**config.mk**
```make
export PLATFORM = sky130hd
export DESIGN_NAME = matrix_writer_arbiter
export DESIGN_NICKNAME = d
export VERILOG_FILES = /design/src/rtl/matrix_writer_arbiter.sv
export SDC_FILE = /design/constraint.sdc
export NUM_CORES = 1
export LEC_CHECK = 0
export ABC_AREA = 1
export CORE_AREA = 5 5 185 187
export DETAILED_ROUTE_END_ITERATION = 16
export DIE_AREA = 0 0 190 192
export SLEW_MARGIN = 20
export SYNTH_ARGS = -nofsm -noshare
export SYNTH_HDL_FRONTEND = slang
export SYNTH_SLANG_ARGS = --single-unit
```
**constraint.sdc**
```tcl
create_clock -name clk -period 2.25 [get_ports clk]
set_input_delay 0.45 -clock clk [delete_from_list [all_inputs] [get_ports clk]]
set_output_delay 0.45 -clock clk [all_outputs]
set_load 0.03 [all_outputs]
```
**src/rtl/matrix_writer_arbiter.sv**
```systemverilog
// matrix_writer_arbiter: round-robin owner selection for the single matrix
// storage writer. One requester owns the writer from its request through
// write_done. The owner's metadata, data and handshakes are routed
// combinationally, selected by the registered grant_idx.
// Optional feature macro: ARB_TIMEOUT_EN (16-bit watchdog that aborts a
// stalled grant and pulses timeout_err).
//
// Handshakes: write_request is held by the owner until the writer drops
// write_ready. Elements move on each cycle where data_valid is high. The
// writer ends the transfer with a one-cycle write_done pulse. Requesters
// that are not the owner see 0 on every req_* handshake output.
module matrix_writer_arbiter #(
  parameter int NUM_REQ        = 3,
  parameter int DATA_WIDTH     = 32,
  parameter int TIMEOUT_CYCLES = 65535
) (
  input  logic                          clk,
  input  logic                          rst,
  input  logic [NUM_REQ-1:0]            req_write_request,
  input  logic [NUM_REQ*3-1:0]          req_matrix_id,
  input  logic [NUM_REQ*8-1:0]          req_actual_rows,
  input  logic [NUM_REQ*8-1:0]          req_actual_cols,
  input  logic [NUM_REQ*64-1:0]         req_matrix_name,
  input  logic [NUM_REQ*DATA_WIDTH-1:0] req_data_in,
  input  logic [NUM_REQ-1:0]            req_data_valid,
  output logic [NUM_REQ-1:0]            req_write_ready,
  output logic [NUM_REQ-1:0]            req_writer_ready,
  output logic [NUM_REQ-1:0]            req_write_done,
  output logic                          write_request,
  output logic [2:0]                    matrix_id,
  output logic [7:0]                    actual_rows,
  output logic [7:0]                    actual_cols,
  output logic [63:0]                   matrix_name,
  output logic [DATA_WIDTH-1:0]         data_in,
  output logic                          data_valid,
  input  logic                          write_ready,
  input  logic                          writer_ready,
  input  logic                          write_done,
  output logic                          busy,
  output logic [$clog2(NUM_REQ)-1:0]    grant_idx,
  output logic                          timeout_err,
  output logic [1:0]                    state_dbg
);

  localparam int GW = $clog2(NUM_REQ);

  typedef enum logic [1:0] {
    S_IDLE    = 2'd0,
    S_GRANT   = 2'd1,
    S_XFER    = 2'd2,
    S_RELEASE = 2'd3
  } state_t;

  state_t        state_q, state_d;
  logic [GW-1:0] grant_idx_q, grant_idx_d;
  logic [GW-1:0] last_q, last_d;
  logic          busy_q, busy_d;

  // Round-robin candidate search results
  logic          found;
  logic [GW-1:0] sel;
  logic [GW-1:0] cand;

`ifdef ARB_TIMEOUT_EN
  localparam logic [15:0] WD_LIMIT = 16'(TIMEOUT_CYCLES - 1);
  logic [15:0] wd_q, wd_d;
  logic        timeout_err_q, timeout_err_d;
`endif

  // State register with asynchronous reset; pointer starts at NUM_REQ-1 so requester 0 wins first
  always_ff @(posedge clk or posedge rst) begin
    if (rst) begin
      state_q     <= S_IDLE;
      grant_idx_q <= '0;
      last_q      <= GW'(NUM_REQ - 1);
      busy_q      <= 1'b0;
`ifdef ARB_TIMEOUT_EN
      wd_q          <= '0;
      timeout_err_q <= 1'b0;
`endif
    end else begin
      state_q     <= state_d;
      grant_idx_q <= grant_idx_d;
      last_q      <= last_d;
      busy_q      <= busy_d;
`ifdef ARB_TIMEOUT_EN
      wd_q          <= wd_d;
      timeout_err_q <= timeout_err_d;
`endif
    end
  end

  // Next-state logic: arbitration in IDLE, hold through the transfer, pointer update on release
  always_comb begin
    state_d     = state_q;
    grant_idx_d = grant_idx_q;
    last_d      = last_q;
    busy_d      = busy_q;
    found       = 1'b0;
    sel         = last_q;
    cand        = '0;
    // Search last+1, last+2, ... wrapping, so the last owner is checked last
    for (int k = 1; k <= NUM_REQ; k++) begin
      cand = GW'((int'(last_q) + k) % NUM_REQ);
      if (!found && req_write_request[cand]) begin
        found = 1'b1;
        sel   = cand;
      end
    end
    case (state_q)
      S_IDLE: begin
        if (write_ready && found) begin
          grant_idx_d = sel;
          busy_d      = 1'b1;
          state_d     = S_GRANT;
        end
      end
      S_GRANT: begin
        if (!write_ready) begin
          state_d = S_XFER;
        end else if (!req_write_request[grant_idx_q]) begin
          // Requester withdrew before the writer took it; pointer is left alone
          state_d = S_IDLE;
          busy_d  = 1'b0;
        end
      end
      S_XFER: begin
        if (write_done) state_d = S_RELEASE;
      end
      S_RELEASE: begin
        last_d  = grant_idx_q;
        busy_d  = 1'b0;
        state_d = S_IDLE;
      end
      default: state_d = S_IDLE;
    endcase
`ifdef ARB_TIMEOUT_EN
    wd_d          = wd_q;
    timeout_err_d = 1'b0;
    if (state_q == S_IDLE && state_d == S_GRANT) begin
      wd_d = '0;
    end else if ((state_q == S_GRANT) || (state_q == S_XFER && !write_done)) begin
      if (wd_q == WD_LIMIT) begin
        // Stalled grant: release it without signalling completion
        timeout_err_d = 1'b1;
        state_d       = S_RELEASE;
      end else begin
        wd_d = wd_q + 16'd1;
      end
    end
`endif
  end

  // Output routing: only the owner's lanes are forwarded, and only in the phase they belong to
  always_comb begin
    write_request    = 1'b0;
    matrix_id        = '0;
    actual_rows      = '0;
    actual_cols      = '0;
    matrix_name      = '0;
    data_in          = '0;
    data_valid       = 1'b0;
    req_write_ready  = '0;
    req_writer_ready = '0;
    req_write_done   = '0;
    for (int i = 0; i < NUM_REQ; i++) begin
      if (grant_idx_q == GW'(i)) begin
        if (state_q == S_GRANT || state_q == S_XFER) begin
          matrix_id          = req_matrix_id[3*i +: 3];
          actual_rows        = req_actual_rows[8*i +: 8];
          actual_cols        = req_actual_cols[8*i +: 8];
          matrix_name        = req_matrix_name[64*i +: 64];
          req_write_ready[i] = write_ready;
        end
        if (state_q == S_GRANT) begin
          write_request = req_write_request[i];
        end
        if (state_q == S_XFER) begin
          data_in             = req_data_in[DATA_WIDTH*i +: DATA_WIDTH];
          data_valid          = req_data_valid[i];
          req_writer_ready[i] = writer_ready;
          req_write_done[i]   = write_done;
        end
      end
    end
  end

  assign busy      = busy_q;
  assign grant_idx = grant_idx_q;
  assign state_dbg = state_q;
`ifdef ARB_TIMEOUT_EN
  assign timeout_err = timeout_err_q;
`else
  assign timeout_err = 1'b0;
`endif

endmodule

```
Word level (Yosys, flattened, before mapping)
Cells that the tools add are included.
{"block": "op_classes", "add_sub_neg": 3, "mul": 0, "n_div": 3, "order_cmp": 4, "n_eq_ne": 10, "n_shift": 0, "n_mux": 77, "bitwise": 0, "n_reduce_logical": 12}
{"operator": "$mux W64", "count": 6}
{"operator": "$mux W32", "count": 6}
{"operator": "$mod A32 B3 Y32 const B", "count": 3}
{"operator": "$mux W8", "count": 12}
{"operator": "$mux W1", "count": 34}
{"operator": "$mux W3", "count": 6}
{"operator": "$mux W2", "count": 7}
{"operator": "$lt A2 B3 Y1 const B", "count": 4}
{"operator": "$bmux W1 S2", "count": 4}
{"operator": "$ne A2 B2 Y1 const B", "count": 4}
{"operator": "$pmux W2 S4", "count": 1}
{"operator": "$add A2 B2 Y3 const B", "count": 2}
{"operator": "$eq A2 B2 Y1 const B", "count": 3}
{"operator": "$eq A2 B1 Y1 const B", "count": 2}
{"operator": "$logic_not A2 Y1", "count": 2}
{"operator": "$reduce_and A4 Y1", "count": 1}
{"operator": "$add A2 B1 Y3 const B", "count": 1}
{"operator": "$logic_and A1 B1 Y1", "count": 3}
{"operator": "$ne A3 B3 Y1 const B", "count": 1}
{"operator": "$pmux W1 S3", "count": 1}
{"operator": "$reduce_and A3 Y1", "count": 1}
{"operator": "$reduce_bool A3 Y1", "count": 1}
{"operator": "$logic_not A1 Y1", "count": 2}
{"operator": "$reduce_and A2 Y1", "count": 1}
{"operator": "$logic_or A1 B1 Y1", "count": 1}
{"block": "word_totals", "ff_bits": 7, "latch_bits": 0, "ramBits": 0, "romBits": 0, "inputBits": 356, "out_inout_bits": 132, "wordCells": 113, "mem_count": 0}

Depth between registers and ports, before layout
Gate-level depths: netlist (run 1).
{"block": "logic_depth", "word_depth": 14, "ltp_mapped": 12, "depth_no_buf": 12}

Worst setup path after synthesis (run 1)
No wires, ideal clock.
{"block": "synth_path", "path_kind": "reg-to-output", "from": "register state_q[0] (netlist: state_dbg[0])", "to": "output port matrix_name[15]", "arrival_ps": 1918, "required_ps": 1800, "slack_ps": -118, "stages_incl_launch_ff": 7, "n_path_buf": 1, "path_cell_list": "dfrtp_1 -> inv_1 -> ha_1 -> nand2_2 -> clkbuf_1 -> o21ai_0 -> nor2_1"}
{"block": "synth_via", "elab_chain_len": 8, "elab_cells_between_ends": 9, "classes_between": "eq/ne: 2; mux: 6; reduce/logical: 1"}
{"item": "from (decl)", "line": "54", "rtl": "state_t state_q, state_d;"}
{"item": "from (signal assigned)", "line": "82", "rtl": "state_q <= state_d;"}
{"item": "$eq A2 B1 Y1 or $eq A2 B2 Y1 (tied branches)", "line": "168", "rtl": "if (state_q == S_GRANT || state_q == S_XFER) begin"}
{"item": "$logic_or A1 B1 Y1 *", "line": "168"}
{"item": "$mux W64", "line": "168"}
{"item": "$mux W64", "line": "167", "rtl": "if (grant_idx_q == GW'(i)) begin"}
{"item": "$mux W64", "line": "168"}
{"item": "$mux W64", "line": "167"}
{"item": "$mux W64", "line": "168"}
{"item": "$mux W64 *", "line": "167"}
{"item": "to (decl)", "line": "33", "rtl": "output logic [63:0] matrix_name,"}
Every way passes the cells marked *; elsewhere a longest branch is shown, timed or not.

Worst setup path after layout (run 1)
{"block": "layout_path", "from": "register grant_idx_q[0] (netlist: grant_idx[0])", "to": "output port matrix_name[27]"}
{"block": "layout_via", "elab_chain_len": 6, "elab_cells_between_ends": 8, "classes_between": "eq/ne: 2; mux: 5; reduce/logical: 1"}
{"item": "from (decl)", "line": "55", "rtl": "logic [GW-1:0] grant_idx_q, grant_idx_d;"}
{"item": "from (signal assigned)", "line": "83", "rtl": "grant_idx_q <= grant_idx_d;"}
{"item": "$logic_not A2 Y1", "line": "167"}
{"item": "$mux W64", "line": "167"}
{"item": "$mux W64", "line": "168"}
{"item": "$mux W64", "line": "167"}
{"item": "$mux W64", "line": "168"}
{"item": "$mux W64 *", "line": "167"}
Marks and branches as above.

==> results of run 1 <==
==> stage by stage <==
step,setup TNS (ns),power (mW),utilization (%),worst slack [ns]
final,-3.549,18.94,37.38,-0.1097
after CTS,-6.238,17.29,34.24,-0.1353
after global routing,-10.65,19.81,37.38,-0.1864
after detailed placement,-1.337,11.82,27.60,-0.07725
after global placement,-0.6539,11.80,27.60,-0.06736
after floorplan,-1.410,6.341,-,-0.02311
==> worst max-delay path by stage <==
stage,startpoint,to,slack (ns),cells past startpoint
6_report,grant_idx[0]$_DFFE_PP0P_,matrix_name[27],-0.11,9
5_1_grt,grant_idx[0]$_DFFE_PP0P_,matrix_name[2],-0.19,9
4_1_cts,state_dbg[0]$_DFFE_PP0P_,actual_rows[7],-0.14,10
3_5_place_dp,state_dbg[0]$_DFFE_PP0P_,actual_cols[0],-0.08,8
3_3_place_gp,state_dbg[0]$_DFFE_PP0P_,actual_cols[0],-0.07,8
2_1_floorplan,flop,actual_cols[0],-0.02,5
==> power breakdown <==
| part | switching (mW) | leakage, nW | internal [mW] | total [mW] |
|---|---|---|---|---|
| combinational | 9.54 | 4.55 | 8.81 | 18.4 |
| clock | 0.0782 | 0.0382 | 0.237 | 0.315 |
| sequential | 0.0721 | 0.0811 | 0.199 | 0.271 |
==> critical path, delay by kind of cell (launching register included) <==
kind / cells / cell delay [ns]
and+or+nand+nor: 2 / 0.23
buffers and inverters: 6 / 0.82
DFF: 1 / 0.43
AOI/OAI and AO/OA: 1 / 0.19
==> cell type report <==
type,count,area (sq um),area share (%)
diodes,1,2.502,0.02073
clock buffers,4,78.83,0.6531
inverters,21,98.84,0.8190
multi-input cells,530,3999,33.13
flip-flops and latches,7,180.2,1.493
well taps,442,553.0,4.582
repair buffers,622,7157,59.30
==> cells in the final DEF (no fill, tap or decap), types with 23 or more instances in the layout <==
cell,synthesis,layout
buf_6,3,70
nor2_1,38,24
buf_4,21,96
a31oi_1,87,35
nand2_4,0,27
buf_16,0,23
nand2_1,291,212
clkdlybuf4s50_1,0,360
nand2_2,6,57
buf_12,0,48
a31oi_4,0,45
==> repair_timing <==
| item | 4_1_cts | 5_1_grt |
|---|---|---|
| pin swaps | 45 | 62 |
| endpoints found under the setup margin | 116 | 122 |
| cloned | 26 | 5 |
| setup buffers | 46 | 11 |
| hold buffers | 0 | 0 |
| resized for setup | 242 | 206 |
==> logic make-up (layout without fill, tap and decap cells) <==
logic type,Yosys count,count (layout),synth area share (%)
flops,7,7,5.593
other cells,1,2,0.1189
fa+ha+maj,8,8,3.173
buf+inv,73,647,12.34
compound gates,159,159,32.33
simple gates,362,362,46.45
==> layer usage <==
metal / wire length (um) / track usage [%] / vias up / share of wire (%)
li1: - / - / 3262 / -
met4: 775 / 2.922 / 0 / 2.3
met2: 17910 / 29.38 / 351 / 52
met3: 2532 / 3.871 / 45 / 7.4
met1: 13170 / 19.71 / 3299 / 38
met5: 0 / 0 / - / 0
==> results.ini, run 1 <==
[finish]
stdcell_area_sq_um = 12070
fill_cells = 3185
nets = 1549
synthToLayoutAreaGrowth_pct = 282.6
final_cells = 1627
drive_gt1_share_pct = 40.54

[die]
placementRows = 66
die_h_um = 192
die_x_um = 190
io_pins = 488
core_area_sq_um = 32290
die-area_sq_um = 36480
initial_core_util_pct = 9.769

[hold_path]
hold_class = in -> async

[synth]
yosysSeqAreaShare_pct = 5.593
synth_top_area_cell = nand2_1
synth.most_common_cell = nand2_1
synthTopCellsByArea = nand2_1 (35%), a31oi_1 (17%), a221oi_1 (6.9%), o21ai_0 (6.0%), buf_4 (5.0%)
ys_ff_latch = 7
syn-num-nets = 974
ys_types = 31
async_reset_ff_share_pct = 100.0
synth_top_area_share_pct = 34.63
avgSynthCellArea_sq_um = 5.171
synth_top_cells_by_count = nand2_1 (291), a31oi_1 (87), nor2_1 (38), o21ai_0 (38), a221oi_1 (25)
yosysWarnings = 0
synth-edff-count = 0
synthCells = 610
synth_ff_type = dfrtp_1
synthesis.area_sq_um = 3154

[detailed_routing]
vias_per_cell = 4.276
num_vias = 6957
drcViolationCount = 0
wl_per_cell_um = 21.14
antenna_left = 0
drt_iter0_markers = 274
drt_wl_total_um = 34390
drt_first_pass_iters = 4

[clocking]
cts-buffers-inserted = 3
root_buffer = clkbuf_16
cts_tree = done
clk_pin_slew_ns = 0.04
clock-sinks = 7
clock_path_buffers = 2
clk_latency_ns = 0.24
h-tree-depth = 1

[placed_design]
port_buffers = 486
dp_hpwl_um = 21310
placed_cells = 1549
place_area_sq_um = 8911
gp_congestion = 0.8788

[power]
p_per_area_nw_per_um2 = 1569
p_leak_nw = 4.672
ir_drop_mv = 0.6353

[worst_setup_path]
crit_chain = buf_12 > nor2_4 > buf_6 > buf_12 > buf_16 > buf_8 > nand2_2 > a31oi_1 > buf_4
worst_ep_arrival_time_ns = 1.91
r2r-start = last_q[0]$_DFFE_PP0N_
cp_common_cell = buf_12
reg2reg_depth = 10
slowest_stage = dfrtp_2
critPathKind = reg -> out
crit_path_max_incr_delay_ns = 0.43
r2r_end = busy$_DFFE_PP0P_
crit_fanout = 6
cp-end-kind = output pin
crit_required_ns = 1.80
crit_path_start_kind = flop
r2r_setup_slack_ns = 0.42

[timing]
hold-worst-slack_ns = 0.4863
fin_skew_ns = 0.004164
period_share_pct = 104.9
setup_violations = 86
fin_ws_ns = -0.1097
grt_setup_unrepaired = yes
period_needed_ns = 2.360
drv_slew = 0
hold_viol = 0
max_freq_ghz = 0.4238

[run_status]
failed_checks = negative setup slack
status = finished with violations

[global_routing]
grt_max_degree = 26
overflow = 0
antenna_found_initial = 1
track_usage_pct = 16.22
grt_pass1_wl_um = 44940
grt_pass1_vias = 7199

[job]
max-cap-violations = 0

No activity file was read; power rests on OpenSTA's default activity.
==> run 2: changes to the inputs <==
--- a/config.mk
+++ b/config.mk
@@ -9,7 +9,7 @@
 export CORE_AREA = 5 5 185 187
 export DETAILED_ROUTE_END_ITERATION = 16
 export DIE_AREA = 0 0 190 192
-export SLEW_MARGIN = 20
+export SLEW_MARGIN = 10
 export SYNTH_ARGS = -nofsm -noshare
 export SYNTH_HDL_FRONTEND = slang
 export SYNTH_SLANG_ARGS = --single-unit
==> results of run 2 <==
Final layout, timing and power as in run 1 (identical DEF).
==> run 3: changes to the inputs <==
--- a/config.mk
+++ b/config.mk
@@ -7,6 +7,7 @@
 export LEC_CHECK = 0
 export ABC_AREA = 1
 export CORE_AREA = 5 5 185 187
+export CTS_BUF_LIST = sky130_fd_sc_hd__clkbuf_16
 export DETAILED_ROUTE_END_ITERATION = 16
 export DIE_AREA = 0 0 190 192
 export SLEW_MARGIN = 10
==> results.ini, run 3 (synthesis results as in run 1) <==
[finish]
fill_cells = 3187  ; +0.063%
drive_gt1_share_pct = 40.63  ; +0.084 points
nets = 1549  ; unchanged
post-route-util_pct = 37.39  ; about the same
synthToLayoutAreaGrowth_pct = 282.7  ; about the same
layout_commonest_cell = clkdlybuf4s50_1
final_cell_mix = clkdlybuf4s50_1 (360), nand2_1 (212), buf_4 (96)

[timing]
period_needed_ns = 2.355  ; -0.004583 ns
grt_setup_unrepaired = yes
hold_viol = 0  ; unchanged
fin_skew_ns = 0.001980  ; -0.002184 ns
drv_slew = 0  ; unchanged
setup_violations = 81  ; -5.8%
fin_ws_ns = -0.1051  ; +0.004583 ns
period_share_pct = 104.7  ; -0.20 points
max_freq_ghz = 0.4246  ; +0.19%

[global_routing]
grt_max_degree = 26  ; unchanged
grt_pass1_vias = 7202  ; +0.042%
overflow = 0  ; unchanged
track_usage_pct = 16.22  ; about the same
grt_pass1_wl_um = 44930  ; about the same
antenna_found_initial = 1  ; unchanged

[power]
clockPowerShare_pct = 1.6  ; about the same
p_leak_nw = 4.678  ; +0.11%
power.switching_mw = 9.673  ; -0.15%
ir_drop_mv = 0.6397  ; +0.68%
combPwrFrac_pct = 97.0  ; about the same
finalPower_mw = 18.92  ; about the same
intPower_mw = 9.248  ; about the same
swShare_pct = 51.12  ; about the same
p_per_area_nw_per_um2 = 1567  ; -0.11%
seqPwrFrac_pct = 1.4  ; about the same

[die]
die-area_sq_um = 36480  ; unchanged
placementRows = 66  ; unchanged
initial_core_util_pct = 9.769  ; unchanged
die_h_um = 192  ; unchanged
die_x_um = 190  ; unchanged
core_area_sq_um = 32290  ; unchanged
io_pins = 488  ; unchanged

[hold_path]
hold_class = in -> async

[clocking]
cts_tree = done
clk_latency_ns = 0.23  ; about the same
root_buffer = clkbuf_16
h-tree-depth = 1  ; unchanged
clock-sinks = 7  ; unchanged
clk_pin_slew_ns = 0.04  ; about the same
cts-buffers-inserted = 3  ; unchanged
clock_path_buffers = 2  ; unchanged
ctsHoldBuffers = 0  ; unchanged

[worst_setup_path]
worst_ep_arrival_time_ns = 1.91  ; about the same
crit_path_start_kind = flop
crit_required_ns = 1.80  ; about the same
cp-end-kind = output pin
critPathKind = reg -> out
crit_fanout = 6  ; unchanged

[detailed_routing]
drt_iter0_markers = 300  ; +9.5%
drt_wl_total_um = 34360  ; about the same
antenna_left = 0  ; unchanged
wl_per_cell_um = 21.12  ; about the same
vias_per_cell = 4.264  ; -0.27%
drt_first_pass_iters = 4  ; unchanged
drcViolationCount = 0  ; unchanged
num_vias = 6938  ; -0.27%

[placed_design]
gp_congestion = 0.8788  ; unchanged
dp_hpwl_um = 21310  ; unchanged
port_buffers = 486  ; unchanged
place_ws_ns = -0.07725  ; unchanged

[run_status]
failed_checks = negative setup slack
status = finished with violations

[job]
max-cap-violations = 0  ; unchanged

[run 3: power groups by stage]
| stage | clock network (mW) | logic [mW] | registers [mW] |
|---|---|---|---|
| 3_3_place_gp | 0 | 11.5 | 0.270 |
| 3_5_place_dp | 0 | 11.5 | 0.275 |
| 5_1_grt | 0.319 | 19.2 | 0.276 |
| 4_1_cts | 0.308 | 16.7 | 0.271 |
| 6_report | 0.305 | 18.3 | 0.271 |
| 2_1_floorplan | 0 | 6.01 | 0.329 |
[run 3: area by class of cell]
cell class                      instances  area [sq um]  share of cell area (%)
Multi-Input combinational cell        530          4003                   33.15
Clock inverter                          1         3.754                 0.03109
Clock buffer                            3         75.07                  0.6218
Timing Repair Buffer                  622          7157                   59.28
Inverter                               21         98.84                  0.8187
Sequential cell                         7         180.2                   1.492
Antenna cell                            1         2.502                 0.02073
Tap cell                              442         553.0                   4.581
[run 3: timing repair]
action,in CTS,in global routing
setup buffers,46,11
gates resized for setup,242,207
pin swaps,45,62
endpoints found under the setup margin,116,122
cloned,26,5
[run 3: layer usage]
layer / wire, um / part of all wire (%) / track usage [%] / vias to the layer above
li1: - / - / - / 3262
met1: 13150 / 38 / 19.70 / 3294
met2: 17880 / 52 / 29.38 / 335
met3: 2530 / 7.4 / 3.871 / 47
met4: 799 / 2.3 / 2.922 / 0
met5: 0 / 0 / 0 / -
[run 3: worst paths after layout]
| check | startpoint | end | slack (ns) | cells after the start |
|---|---|---|---|---|
| max in group asynchronous | rst | last_q[1]$_DFFE_PP1N_ | 1.46 | 2 |
| min | rst | state_dbg[0]$_DFFE_PP0P_ | 0.49 | 2 |
| max reg2reg | last_q[0]$_DFFE_PP0N_ | busy$_DFFE_PP0P_ | 0.41 | 12 |
| min in group clk | busy$_DFFE_PP0P_ | busy$_DFFE_PP0P_ | 0.52 | 2 |
| max | grant_idx[0]$_DFFE_PP0P_ | matrix_name[27] | -0.11 | 9 |
| min reg2reg | busy$_DFFE_PP0P_ | busy$_DFFE_PP0P_ | 0.52 | 2 |
[run 3: metrics by stage]
stage | cells | setup TNS (ns) | area (sq um) | hold WS, ns
5_1_grt | 1627 | -10.52 | 12070 | 0.5085
4_1_cts | 1622 | -6.262 | 11060 | 0.4916
6_report | 1627 | -3.081 | 12070 | 0.4894
3_5_place_dp | 1549 | -1.337 | 8911 | 0.4933
2_1_floorplan | 610 | -1.410 | 3201 | 0.2526
3_3_place_gp | 1549 | -0.6539 | 8911 | 0.4923
[run 3: worst max-delay path, cell delays in order (launching register included)]
cell and delay [ns]:
dfrtp_2 0.43, buf_12 0.14, nor2_4 0.18, buf_6 0.14
buf_12 0.10, buf_16 0.11, buf_8 0.12, nand2_2 0.05
a31oi_1 0.19, buf_4 0.21
